## src/rtl/counter_pkg.sv

```systemverilog
`default_nettype none
// ============================================================================
//  Module   : counter_pkg
//  Brief    : Shared direction encodings and load-clamp helper for the counter.
//  Revision : 1.0 - initial release
// ============================================================================
package counter_pkg;

    localparam logic DIR_UP = 1'b1;
    localparam logic DIR_DN = 1'b0;

    // Out-of-range load values are pulled down to the top of the count range.
    function automatic logic [63:0] clamp_load(input logic [63:0] val, input logic [63:0] mod);
        return (val >= mod) ? (mod - 64'd1) : val;
    endfunction

endpackage
`default_nettype wire

```

## src/rtl/param_updown_counter.sv

```systemverilog
`default_nettype none
// ============================================================================
//  Module   : param_updown_counter
//  Brief    : WIDTH-bit modulo-MOD up/down counter with enable, synchronous
//             load and registered terminal-count pulse. Define COUNTER_SAT_EN
//             to saturate at the limits instead of wrapping.
//  Revision : 1.0 - initial release
// ============================================================================
module param_updown_counter
    import counter_pkg::*;
#(
    parameter int unsigned     WIDTH   = 2,
    parameter longint unsigned MOD     = 64'd1 << WIDTH,
    parameter longint unsigned RST_VAL = 0
) (
    input  logic             clk,
    input  logic             reset,
    input  logic             en,
    input  logic             up_dn,
    input  logic             load,
    input  logic [WIDTH-1:0] load_val,
    output logic [WIDTH-1:0] cnt,
    output logic             tc
);

    localparam logic [WIDTH:0]   MOD_M1  = (WIDTH+1)'(MOD - 64'd1);
    localparam logic [WIDTH-1:0] RST_CNT = WIDTH'(RST_VAL);

`ifdef COUNTER_SAT_EN
    localparam logic [WIDTH-1:0] UP_LIMIT_NEXT = WIDTH'(MOD - 64'd1);
    localparam logic [WIDTH-1:0] DN_LIMIT_NEXT = '0;
`else
    localparam logic [WIDTH-1:0] UP_LIMIT_NEXT = '0;
    localparam logic [WIDTH-1:0] DN_LIMIT_NEXT = WIDTH'(MOD - 64'd1);
`endif

    generate
        if (WIDTH < 1 || WIDTH > 32) begin : g_bad_width
            $error("param_updown_counter: WIDTH out of range 1..32");
        end
        if (MOD < 2 || MOD > (64'd1 << WIDTH)) begin : g_bad_mod
            $error("param_updown_counter: MOD out of range 2..2**WIDTH");
        end
        if (RST_VAL >= MOD) begin : g_bad_rst_val
            $error("param_updown_counter: RST_VAL must be below MOD");
        end
    endgenerate

    logic [WIDTH-1:0] cnt_q, cnt_d;
    logic             tc_q,  tc_d;
    logic [WIDTH:0]   cnt_ext;

    assign cnt_ext = {1'b0, cnt_q};

    always_comb begin
        cnt_d = cnt_q;
        tc_d  = 1'b0;
        if (load) begin
            cnt_d = WIDTH'(clamp_load(64'(load_val), MOD));
        end else if (en) begin
            if (up_dn == DIR_UP) begin
                // Compare against MOD-1, not the all-ones value, so short moduli wrap early.
                if (cnt_ext == MOD_M1) begin
                    cnt_d = UP_LIMIT_NEXT;
                    tc_d  = 1'b1;
                end else begin
                    cnt_d = WIDTH'(cnt_ext + (WIDTH+1)'(1));
                end
            end else begin
                if (cnt_q == '0) begin
                    cnt_d = DN_LIMIT_NEXT;
                    tc_d  = 1'b1;
                end else begin
                    cnt_d = WIDTH'(cnt_ext - (WIDTH+1)'(1));
                end
            end
        end
    end

    always_ff @(posedge clk or negedge reset) begin
        if (!reset) begin
            cnt_q <= RST_CNT;
            tc_q  <= 1'b0;
        end else begin
            cnt_q <= cnt_d;
            tc_q  <= tc_d;
        end
    end

    assign cnt = cnt_q;
    assign tc  = tc_q;

endmodule
`default_nettype wire

```

## config.mk

```make
export PLATFORM = sky130hd
export DESIGN_NAME = param_updown_counter
export DESIGN_NICKNAME = d
export VERILOG_FILES = /design/src/rtl/counter_pkg.sv /design/src/rtl/param_updown_counter.sv
export SDC_FILE = /design/constraint.sdc
export NUM_CORES = 1
export LEC_CHECK = 0
export BUFFER_PORTS_ARGS = -buffer_cell sky130_fd_sc_hd__buf_2
export CORE_AREA = 5 5 42 44
export CTS_CLUSTER_DIAMETER = 60
export DETAILED_ROUTE_END_ITERATION = 7
export DIE_AREA = 0 0 47 49
export PLACE_DENSITY = 0.33
export REMOVE_ABC_BUFFERS = 1
export SYNTH_ARGS = -nofsm -noshare
export SYNTH_HDL_FRONTEND = slang
export SYNTH_SLANG_ARGS = --single-unit
```

## constraint.sdc

```tcl
create_clock -name clk -period 3.6 [get_ports clk]
set_clock_uncertainty 0.2 [all_clocks]
set_input_delay 0.72 -clock clk [delete_from_list [all_inputs] [get_ports clk]]
set_output_delay 0.72 -clock clk [all_outputs]
set_load 0.1 [all_outputs]
```

After elaboration in Yosys (flattened, before gate mapping)
Index checks and enable logic that the tools add are counted.
{"block": "word_totals", "wordCells": 17, "out_inout_bits": 3, "register_bits": 3, "input_bits": 7}
{"block": "classes", "n_mux": 10, "n_eq_ne": 1, "n_reduce_logical": 2, "addsub": 2}
{"cell": "two-way mux 2 bit", "n": 5}
{"cell": "two-way mux 1 bit", "n": 5}
{"cell": "adder 2 x 1 -> 2 bit (second input constant)", "n": 1}
{"cell": "== test 2 bit (second input constant)", "n": 1}
{"cell": "zero test 2 bit", "n": 1}
{"cell": "nonzero test 2 bit", "n": 1}
{"cell": "subtractor 2 x 1 -> 2 bit (second input constant)", "n": 1}

Logic depth before layout (Yosys ltp)
{"block": "logic_depth", "word_depth": 5, "depth_mapped": 4, "depth_no_buf": 4}

Worst setup path before layout
Ideal clock, no wire load.
{"block": "synth_path", "kind": "flip-flop to flip-flop", "start": "register cnt_q[0], in the netlist cnt[0]", "end": "register cnt_q[1], in the netlist cnt[1]", "slack_ns": 1.480, "t_required_ns": 3.274, "stages_incl_launch_ff": 5, "synth_period_minus_slack_ns": 2.120, "n_path_buf": 0, "setup_ns": 0.126, "arrival_time_ns": 1.794, "path_cell_list": "dfrtp_1 -> inv_1 -> ha_1 -> xnor2_1 -> a221o_1"}
{"block": "synth_between", "elab_chain_len": 5, "elab_cells_between_ends": 9, "cone_classes": "add/sub: 2; eq/ne: 1; mux: 5; reduce/logical: 1"}
{"item": "from (decl)", "line": "param_updown_counter.sv:49", "text": "logic [WIDTH-1:0] cnt_q, cnt_d;"}
{"item": "from (signal assigned)", "line": "param_updown_counter.sv:85", "text": "cnt_q <= cnt_d;"}
{"item": "subtractor 2 x 1 -> 2 bit (tied with other cells)", "line": "param_updown_counter.sv:74", "text": "cnt_d = WIDTH'(cnt_ext - (WIDTH+1)'(1));"}
{"item": "two-way mux 2 bit, on equally long branches", "line": "param_updown_counter.sv:70, param_updown_counter.sv:63"}
{"item": "two-way mux 2 bit (*)", "line": "param_updown_counter.sv:61", "text": "if (up_dn == DIR_UP) begin"}
{"item": "two-way mux 2 bit (*)", "line": "param_updown_counter.sv:60", "text": "end else if (en) begin"}
{"item": "two-way mux 2 bit (*)", "line": "param_updown_counter.sv:58", "text": "if (load) begin"}
Mark *: on every way between the ends. The rest lies on a longest branch, timed or not. The select of a mux whose other input is x is not followed.
A chain may end at the register's enable or synchronous reset.

Final worst setup path
{"block": "layout_path", "start": "register cnt_q[0], in the netlist cnt[0]", "end": "output cnt[0]"}
{"item": "to (decl)", "line": "param_updown_counter.sv:22", "text": "output logic [WIDTH-1:0] cnt,"}
No word-level cell between the ends.

==> results.json <==
{
  "muxShareOfSynthArea": 0.0576,
  "cts_resized": 0,
  "path_class": "register to output port",
  "dp_cells": 41,
  "worst_setup_path_start_kind": "register",
  "synthAdderAreaFrac": 0.144,
  "avgSynthCellArea_um2": 10.9,
  "maxSlewHeadroom": 0.677,
  "placed_cell_area_um2": 239,
  "postCtsHoldBufs": 0,
  "grt_pass1_vias": 161,
  "n_antenna_cell": 0,
  "antenna_found_initial": 0,
  "period_needed_ns": 2.00,
  "first_iter_violations": 0,
  "h-tree-depth": 1,
  "io_pins": 10,
  "crit_arrival_ns": 1.08,
  "synthXorXnorAreaFrac": 0.101,
  "synth-main-ff-cell": "dfrtp_1",
  "fill_cells": 169,
  "critPathMaxStageDelay_ns": 0.45,
  "rows": 14,
  "cts.sinks": 3,
  "cts.clk_slew.worst_paths_ns": 0.04,
  "yosys-top-cells-area": "dfrtp_1, ha_1, xnor2_1, nor2b_1, a221o_1",
  "ys_seq_area_frac": 0.432,
  "yosysWarningCount": 0,
  "synth_compound_gate_area_share": 0.0863,
  "ys_seq_elements": 3,
  "start_util": 0.124,
  "worst_slew_pin_slew_ns": 0.488,
  "vias_per_cell": 3.47,
  "wl_um": 418,
  "post_cts_buffers": 0,
  "grt_start_max_net_pins": 6,
  "synth_most_common_cell": "dfrtp_1",
  "synth_top_area_share": 0.432,
  "die_h_um": 49,
  "syn_to_final_growth_pct": 52.5,
  "synth_top_family_by_area": "adder cells",
  "place_worst_setup_slack_ns": 1.84,
  "utilization": 0.189,
  "gp_congestion": 0.689,
  "timing.hold.ws_ns": 0.0762,
  "setup_ws_ns": 1.60,
  "drtAntennaViolNets": 0,
  "fin_area_um2": 265,
  "layout-drive-gt1-share": 0.414,
  "p_leak_nw": 0.136,
  "numCtsBuffers": 3,
  "nets": 39,
  "crit_fanout": 4,
  "cts.path.max_buffers": 2,
  "status": "complete, no violations",
  "vias": 156,
  "crit_chain": "buf_2",
  "coreArea_um2": 1400,
  "max_freq_mhz": 501,
  "wl_per_cell_um": 9.29,
  "synthSimpleGateAreaFrac": 0.137,
  "overflow": 0,
  "tns_ns": 0,
  "netlist_instances": 16,
  "ir_drop_v": 0.000111,
  "grt_usage": 0.0416,
  "slowest_stage": "buf_2",
  "clock_latency_ns": 0.23,
  "setup_viol": 0,
  "top_layer": "met3",
  "hold_path.class": "primary input to asynchronous set/reset pin",
  "drv_slew": 0,
  "synthTopCellsByCount": "dfrtp_1, ha_1, inv_1, nor2b_1, xnor2_1",
  "wl_met1_um": 173,
  "cts_root_buffer": "clkbuf_4",
  "fin_total_pwr_mw": 0.151,
  "crit_path_end_kind": "output port",
  "worst-path-buf-inv": 1,
  "async_flop_share": 1.00,
  "dieArea_um2": 2300,
  "layout.cells.non_filler": 45,
  "met3_length_um": 92,
  "wl_met2_um": 152,
  "hold_viol": 0,
  "rsz0062_at_grt": "false",
  "finalCritPeriodShare": 0.554,
  "critPathRequiredTime_ns": 2.68,
  "cts_tree": "built",
  "drtPass1Iterations": 1,
  "yosys.area.top_type": "dfrtp_1",
  "fp.dieW_um": 47,
  "cap_viol_max_count": 0,
  "cp_top_family": "buffers and inverters",
  "reg2reg_slack_ns": 2.09,
  "drcViolationCount": 0,
  "synth_edf_count": 0,
  "p_per_area_nw_per_um2": 569,
  "grt_pass1_wl_um": 621,
  "portBuffers": 9,
  "yosysUniqueCellTypes": 10,
  "syn_area_um2": 174
}
[path summary, 6_finish.rpt]
check	from	to	depth (start not counted)
min reg2reg	cnt[0]$_DFFE_PN0P_	cnt[0]$_DFFE_PN0P_	2
max reg2reg	cnt[0]$_DFFE_PN0P_	cnt[1]$_DFFE_PN0P_	4
max	cnt[0]$_DFFE_PN0P_	cnt[0]	1
min	reset	cnt[1]$_DFFE_PN0P_	1
min in group clk	cnt[0]$_DFFE_PN0P_	cnt[0]$_DFFE_PN0P_	2
max in group asynchronous	reset	tc$_DFF_PN0_	1
[placed cells by master (no fill, tap or decap)]
cell type	count
nor2b_1	2
ha_1	2
clkbuf_1	1
buf_2	9
nand2_1	1
o21ai_0	1
xnor2_1	2
inv_1	2
clkbuf_4	3
dfrtp_1	3
mux2i_1	1
a221o_1	1
nor3b_1	1
[flip-flops by register name (all words and copies together) (netlist names)]
| register | cells |
|---|---|
| cnt | 2 |
| tc | 1 |
[cell type report]
| type | instances | area (µm²) | area share |
|---|---|---|---|
| multi-input combinational | 11 | 91.3 | 0.344 |
| inverter | 2 | 7.51 | 0.0283 |
| clock buffer | 4 | 26.3 | 0.0991 |
| tap | 16 | 20.0 | 0.0755 |
| sequential | 3 | 75.1 | 0.283 |
| timing repair buffer | 9 | 45.0 | 0.170 |
[where the power goes]
part	internal [mW]	total (mW)	switching [mW]
Sequential	0.0375	0.0407	0.00315
Clock	0.0415	0.0585	0.0170
Combinational	0.0141	0.0516	0.0375
[layer usage]
layer,vias to the layer above,track usage
li1,79,-
met1,67,0.0441
met2,10,0.0475
met3,0,0.0332
met4,0,0.0415
met5,-,0
[cell families after synthesis]
family / Yosys count
AO/OA/AOI/OAI: 2
XOR/XNOR: 2
adder cells (fa/ha/maj): 2
buffers and inverters: 2
flip-flops: 3
multiplexers: 1
AND/OR/NAND/NOR: 4
Note: power is estimated with default switching activity, not from simulation.
